<file path="config.mk">
export PLATFORM = sky130hd
export DESIGN_NAME = reg_write_arbiter
export DESIGN_NICKNAME = d
export VERILOG_FILES = /design/src/rtl/reg_write_arbiter.sv
export SDC_FILE = /design/constraint.sdc
export NUM_CORES = 1
export LEC_CHECK = 0
export CAP_MARGIN = 15
export CORE_MARGIN = 2
export CORE_UTILIZATION = 36
export DETAILED_ROUTE_END_ITERATION = 12
export GPL_TIMING_DRIVEN = 0
export PLACE_DENSITY = 0.76
export SLEW_MARGIN = 20
export SYNTH_ARGS = -nofsm -noshare
export SYNTH_HDL_FRONTEND = slang
export SYNTH_SLANG_ARGS = --single-unit
</file>
<file path="constraint.sdc">
create_clock -name clk -period 1.7 [get_ports clk]
set_input_delay 0.34 -clock clk [delete_from_list [all_inputs] [get_ports clk]]
set_output_delay 0.34 -clock clk [all_outputs]
set_load 0.01 [all_outputs]
</file>
<file path="src/rtl/reg_write_arbiter.sv">
// -----------------------------------------------------------------------------
// reg_write_arbiter
//   Shares one bank of NREG load-enabled registers between two write
//   requesters. Arbitration is round-robin. The winner's address and data are
//   latched at grant. The block then drives a one-cycle one-hot load enable to
//   the addressed register, followed by a one-cycle acknowledge. All outputs
//   come straight from flops.
//
//   Optional feature: define ARB_LOCK_EN to add lock0/lock1 inputs. A granted
//   requester that holds its lock during ACK keeps priority for the next
//   arbitration, and the round-robin pointer is not advanced.
//
// Ports
//   clk          rising-edge clock
//   clear        asynchronous active-low reset
//   req0/req1    write requests, held high until the matching ack
//   addr0/addr1  target register index (AW bits)
//   data0/data1  write data (DW bits)
//   lock0/lock1  (ARB_LOCK_EN only) keep ownership across the next arbitration
//   ld           one-hot load enable, high only during WRITE
//   wdata        write data to every register D input; holds its last value
//   ack0/ack1    one-cycle completion pulses
//   err          pulses with the ack when the granted address is >= NREG
//   gnt          one-hot current owner, 0 when idle
//   busy         high in WRITE and ACK
// -----------------------------------------------------------------------------
module reg_write_arbiter #(
  parameter int NREG = 4,
  parameter int AW   = 2,
  parameter int DW   = 32
) (
  input  logic            clk,
  input  logic            clear,
  input  logic            req0,
  input  logic [AW-1:0]   addr0,
  input  logic [DW-1:0]   data0,
  input  logic            req1,
  input  logic [AW-1:0]   addr1,
  input  logic [DW-1:0]   data1,
`ifdef ARB_LOCK_EN
  input  logic            lock0,
  input  logic            lock1,
`endif
  output logic [NREG-1:0] ld,
  output logic [DW-1:0]   wdata,
  output logic            ack0,
  output logic            ack1,
  output logic            err,
  output logic [1:0]      gnt,
  output logic            busy
);

  typedef enum logic [1:0] {
    ST_IDLE  = 2'd0,
    ST_WRITE = 2'd1,
    ST_ACK   = 2'd2
  } state_e;

  // One-hot decode of a register index; an index >= NREG decodes to all zeros.
  function automatic logic [NREG-1:0] addr_onehot(input logic [AW-1:0] a);
    logic [NREG-1:0] v;
    v = '0;
    for (int i = 0; i < NREG; i++) begin
      if (a == AW'(i)) begin
        v[i] = 1'b1;
      end else begin
        v[i] = 1'b0;
      end
    end
    return v;
  endfunction

  // An index at or above NREG has no register behind it.
  function automatic logic addr_out_of_range(input logic [AW-1:0] a);
    return (int'(a) >= NREG);
  endfunction

  state_e          state_q, state_d;
  logic            last_q, last_d;          // last winner: 0 = requester 0, 1 = requester 1
  logic            err_flag_q, err_flag_d;
  logic [NREG-1:0] ld_q, ld_d;
  logic [DW-1:0]   wdata_q, wdata_d;
  logic            ack0_q, ack0_d;
  logic            ack1_q, ack1_d;
  logic            err_q, err_d;
  logic [1:0]      gnt_q, gnt_d;
  logic            busy_q, busy_d;

  logic            sel_s;                   // arbitration winner in IDLE
  logic [AW-1:0]   win_addr_s;
  logic [DW-1:0]   win_data_s;

`ifdef ARB_LOCK_EN
  logic            lock_q, lock_d;
  logic            lock_own_q, lock_own_d;
  logic            lock_hit_s;
  logic            gnt_lock_s;
`endif

  // Next-state and next-output logic for the IDLE/WRITE/ACK sequence.
  always_comb begin
    state_d    = state_q;
    last_d     = last_q;
    err_flag_d = err_flag_q;
    ld_d       = '0;
    wdata_d    = wdata_q;
    ack0_d     = 1'b0;
    ack1_d     = 1'b0;
    err_d      = 1'b0;
    gnt_d      = gnt_q;
    busy_d     = busy_q;
    sel_s      = 1'b0;
    win_addr_s = addr0;
    win_data_s = data0;
`ifdef ARB_LOCK_EN
    lock_d     = lock_q;
    lock_own_d = lock_own_q;
    lock_hit_s = lock_q && (lock_own_q ? req1 : req0);
    gnt_lock_s = gnt_q[1] ? lock1 : lock0;
`endif

    // Winner selection: lock owner first (if enabled), else the requester
    // that did not win last time, else whichever one is asking.
`ifdef ARB_LOCK_EN
    if (lock_hit_s) begin
      sel_s = lock_own_q;
    end else
`endif
    if (req0 && req1) begin
      sel_s = ~last_q;
    end else if (req1) begin
      sel_s = 1'b1;
    end else begin
      sel_s = 1'b0;
    end

    if (sel_s) begin
      win_addr_s = addr1;
      win_data_s = data1;
    end else begin
      win_addr_s = addr0;
      win_data_s = data0;
    end

    case (state_q)
      ST_IDLE: begin
        gnt_d  = 2'b00;
        busy_d = 1'b0;
`ifdef ARB_LOCK_EN
        // The lock lapses when its owner is idle with no request.
        if (lock_q && !lock_hit_s) begin
          lock_d = 1'b0;
        end else begin
          lock_d = lock_q;
        end
`endif
        if (req0 || req1) begin
          // ld is registered here so that it is high exactly during WRITE.
          ld_d       = addr_onehot(win_addr_s);
          err_flag_d = addr_out_of_range(win_addr_s);
          wdata_d    = win_data_s;
          gnt_d      = sel_s ? 2'b10 : 2'b01;
          busy_d     = 1'b1;
          state_d    = ST_WRITE;
        end else begin
          state_d    = ST_IDLE;
        end
      end
      ST_WRITE: begin
        // Registering the ack and err here makes them visible during ACK.
        if (gnt_q[1]) begin
          ack1_d = 1'b1;
        end else begin
          ack0_d = 1'b1;
        end
        err_d   = err_flag_q;
        busy_d  = 1'b1;
        state_d = ST_ACK;
      end
      ST_ACK: begin
        gnt_d      = 2'b00;
        busy_d     = 1'b0;
        err_flag_d = 1'b0;
        state_d    = ST_IDLE;
`ifdef ARB_LOCK_EN
        if (gnt_lock_s) begin
          // Pointer frozen so the owner keeps priority next time.
          last_d     = last_q;
          lock_d     = 1'b1;
          lock_own_d = gnt_q[1];
        end else begin
          last_d     = gnt_q[1];
          lock_d     = 1'b0;
        end
`else
        last_d     = gnt_q[1];
`endif
      end
      default: begin
        gnt_d   = 2'b00;
        busy_d  = 1'b0;
        state_d = ST_IDLE;
      end
    endcase
  end

  // State and output registers; clear drops everything immediately.
  always_ff @(posedge clk or negedge clear) begin
    if (!clear) begin
      state_q    <= ST_IDLE;
      last_q     <= 1'b1;
      err_flag_q <= 1'b0;
      ld_q       <= '0;
      wdata_q    <= '0;
      ack0_q     <= 1'b0;
      ack1_q     <= 1'b0;
      err_q      <= 1'b0;
      gnt_q      <= 2'b00;
      busy_q     <= 1'b0;
`ifdef ARB_LOCK_EN
      lock_q     <= 1'b0;
      lock_own_q <= 1'b0;
`endif
    end else begin
      state_q    <= state_d;
      last_q     <= last_d;
      err_flag_q <= err_flag_d;
      ld_q       <= ld_d;
      wdata_q    <= wdata_d;
      ack0_q     <= ack0_d;
      ack1_q     <= ack1_d;
      err_q      <= err_d;
      gnt_q      <= gnt_d;
      busy_q     <= busy_d;
`ifdef ARB_LOCK_EN
      lock_q     <= lock_d;
      lock_own_q <= lock_own_d;
`endif
    end
  end

  assign ld    = ld_q;
  assign wdata = wdata_q;
  assign ack0  = ack0_q;
  assign ack1  = ack1_q;
  assign err   = err_q;
  assign gnt   = gnt_q;
  assign busy  = busy_q;

endmodule

</file>
==> flow_metrics.tcl <==
set metrics [dict create \
    dieHeight_um 84.0 \
    fp-row-count 29 \
    critPathMaxFanout 10 \
    layout_min_cycle_time_ps 1650 \
    vias 1588 \
    p_per_area_nw_per_um2 1490 \
    worst-path-buf-inv 2 \
    fmax_mhz 608 \
    worstMarginPinSlew_ps 757 \
    drtIter0Drc 42 \
    critPathMaxStageDelay_ps 540 \
    cts_tree "yes" \
    end_kind "register" \
    final_common_cell "clkdlybuf4s50_1" \
    path_clk_slew_ps 80 \
    clockRootBuffer "clkbuf_8" \
    dp_hpwl_mm 3.90 \
    syn2layout_area_growth_pct 60.7 \
    period_share_pct 96.8 \
    crit_chain "a21bo_1 -> buf_6 -> buf_12 -> mux2_4 -> mux2_4" \
    insertion_delay_ps 290 \
    antenna_left 0 \
    grt_max_degree 24 \
    fin_area_um2 3700 \
    slew_headroom_pct 49.1 \
    cts_buffers 5 \
    grtUsageMet3_pct 5.44 \
    synthCells 145 \
    grt_pass1_wl_mm 8.06 \
    port_buffers 112 \
    p_int_uw 3930 \
    htree_levels 2 \
    comb_power_share_pct 53.1 \
    gr-total-overflow 0 \
    cp_data_required_time_ps 1870 \
    yosysWarningCount 0 \
    status "finished, final reports clean" \
    crit_top_cell "mux2_4" \
    cap_violations 0 \
    grt_pass1_vias 1635 \
    finClkSkew_ps 8.82 \
    dpl-instance-area_um2 3540 \
    power.net_switching_uw 1600 \
    hp-class "in2async" \
    diodes 0 \
    grt.met1_usage_pct 18.1 \
    cp_slowest_cell "dfstp_2" \
    antenna_found_initial 0 \
    grt_setup_unrepaired "no" \
    swShare_pct 28.9 \
    wl_per_cell_um 14.5 \
    wl_mm 5.02 \
    viasPerCell 4.60 \
    synth.distinct_cells 23 \
    nets 339 \
    synth_nets 217 \
    fin_util_pct 58.9 \
    pin_count 114 \
    post-route-drc-count 0 \
    syn_area_um2 2300 \
    drive_gt1_share_pct 32.5 \
    final_hold_viol_count 0 \
    timing.final.max_slew_violations 0 \
    seqPwrFrac_pct 32.9 \
    track_usage_pct 14.4 \
    cp.arrival_ps 1820 \
    place.gp.congestion 0.664 \
    cts.sinks 44 \
    dieArea_um2 7050 \
    ys_ff_latch 44 \
    clock_power_share_pct 14.0 \
    synth_area_per_cell_um2 15.9 \
    crit_type "reg2reg" \
    critPathTopFamily "multiplexers" \
    peakVddDrop_uv 666 \
    core_area_um2 6280 \
    met2_usage_pct 23.4 \
    start_util_pct 36.7 \
    die_w_um 84.0 \
    top_usage_layer "met2" \
    clock_path_buffers 2 \
    finalSetupViolations 0 \
    drt-pass1-iter-count 4 \
    worst_setup_path_start_kind "register" \
    leakage_uw 0.00164 \
    final_cell_mix "clkdlybuf4s50_1 (109), mux2_4 (52), dfrtp_1 (43), mux2_2 (13), clkbuf_8 (5)" \
    ys_seq_area_share_pct 47.9 \
]
-- Yosys cell counts --
cell type,number,area share (%)
or3_4,1,0.49
nand3b_1,4,1.3
conb_1,1,0.16
nand2_1,1,0.16
buf_12,2,1.7
clkinv_1,1,0.16
mux2_2,13,6.4
buf_6,5,2.4
dfrtp_1,43,47
dfstp_2,1,1.1
mux2_4,52,34
o21a_1,1,0.33
buf_4,1,0.33
nor3_1,3,0.65
mux2i_1,1,0.43
and2_1,1,0.27
o21ai_0,1,0.22
a21bo_1,1,0.43
nand3_1,2,0.43
nor2_1,3,0.49
a21boi_0,1,0.33
a21oi_1,3,0.65
nor2b_1,3,0.82
-- registers in the layout (all words and copies together) (netlist names) --
name / count
wdata: 32
ld: 4
gnt: 2
state_q: 2
ack0: 1
ack1: 1
busy: 1
last_q: 1
-- layout make-up --
type	instances	area, um2
Timing Repair Buffer	115	1170
Inverter	1	16.3
Clock buffer	6	72.6
Buffer	8	115
Sequential cell	44	1100
Multi-Input combinational cell	92	1090
Tap cell	77	96.3
Fill cell	540	2580
Clock inverter	2	35.0
-- final timing paths --
| kind | cells past startpoint | slack, ps | startpoint | endpoint |
|---|---|---|---|---|
| worst max-delay path | 5 | 50 | last_q$_DFFE_PN1N_ | wdata[29]$_DFFE_PN0P_ |
| worst min-delay path | 1 | 20 | clear | wdata[1]$_DFFE_PN0P_ |
| worst max register to register | 5 | 50 | last_q$_DFFE_PN1N_ | wdata[29]$_DFFE_PN0P_ |
| worst min register to register | 2 | 500 | gnt[0]$_DFFE_PN0N_ | gnt[0]$_DFFE_PN0N_ |
| max in group asynchronous | 2 | 1100 | clear | last_q$_DFFE_PN1N_ |
| min in group clk | 3 | 490 | req0 | busy$_DFF_PN0_ |
-- stage by stage --
step | instances | worst slack (ps) | total power (uW) | TNS (ps) | hold WS, ps
2_1_floorplan | 145 | 109 | 3390 | 0 | 44.4
3_3_place_gp | 334 | -913 | 4680 | -55410 | 473
3_5_place_dp | 335 | -556 | 4740 | -17250 | 357
4_1_cts | 345 | 42.6 | 5620 | 0 | 37.1
5_1_grt | 345 | 7.52 | 5850 | 0 | 57.9
6_report | 345 | 53.9 | 5530 | 0 | 24.4
-- kinds of logic after synthesis --
logic type / synth area share (%)
mux: 40.7
simple gates: 4.62
compound gates: 1.96
buf+inv: 4.67
other cells: 0.163
flops: 47.9
-- layer usage --
layer / up-vias / routed length, um / part of all wire [%]
met5: - / 0 / 0
met4: 0 / 32 / 0.64
met3: 4 / 439 / 8.7
met2: 74 / 2430 / 48
met1: 752 / 2120 / 42
li1: 758 / - / -
-- timing repair --
| action | CTS | global route |
|---|---|---|
| hold buffers | 0 | 0 |
| setup endpoints to repair | 32 | 0 |
| resized for setup | 8 | 0 |
| setup buffers | 2 | 0 |
-- power groups by stage --
stage          Clock [uW]  Sequential (uW)  Combinational, uW
2_1_floorplan           0             2030               1350
3_3_place_gp            0             1820               2860
3_5_place_dp            0             1830               2910
4_1_cts               806             1820               2990
5_1_grt               847             1890               3120
6_report              774             1820               2940
Power figures use the tool's default switching activity.
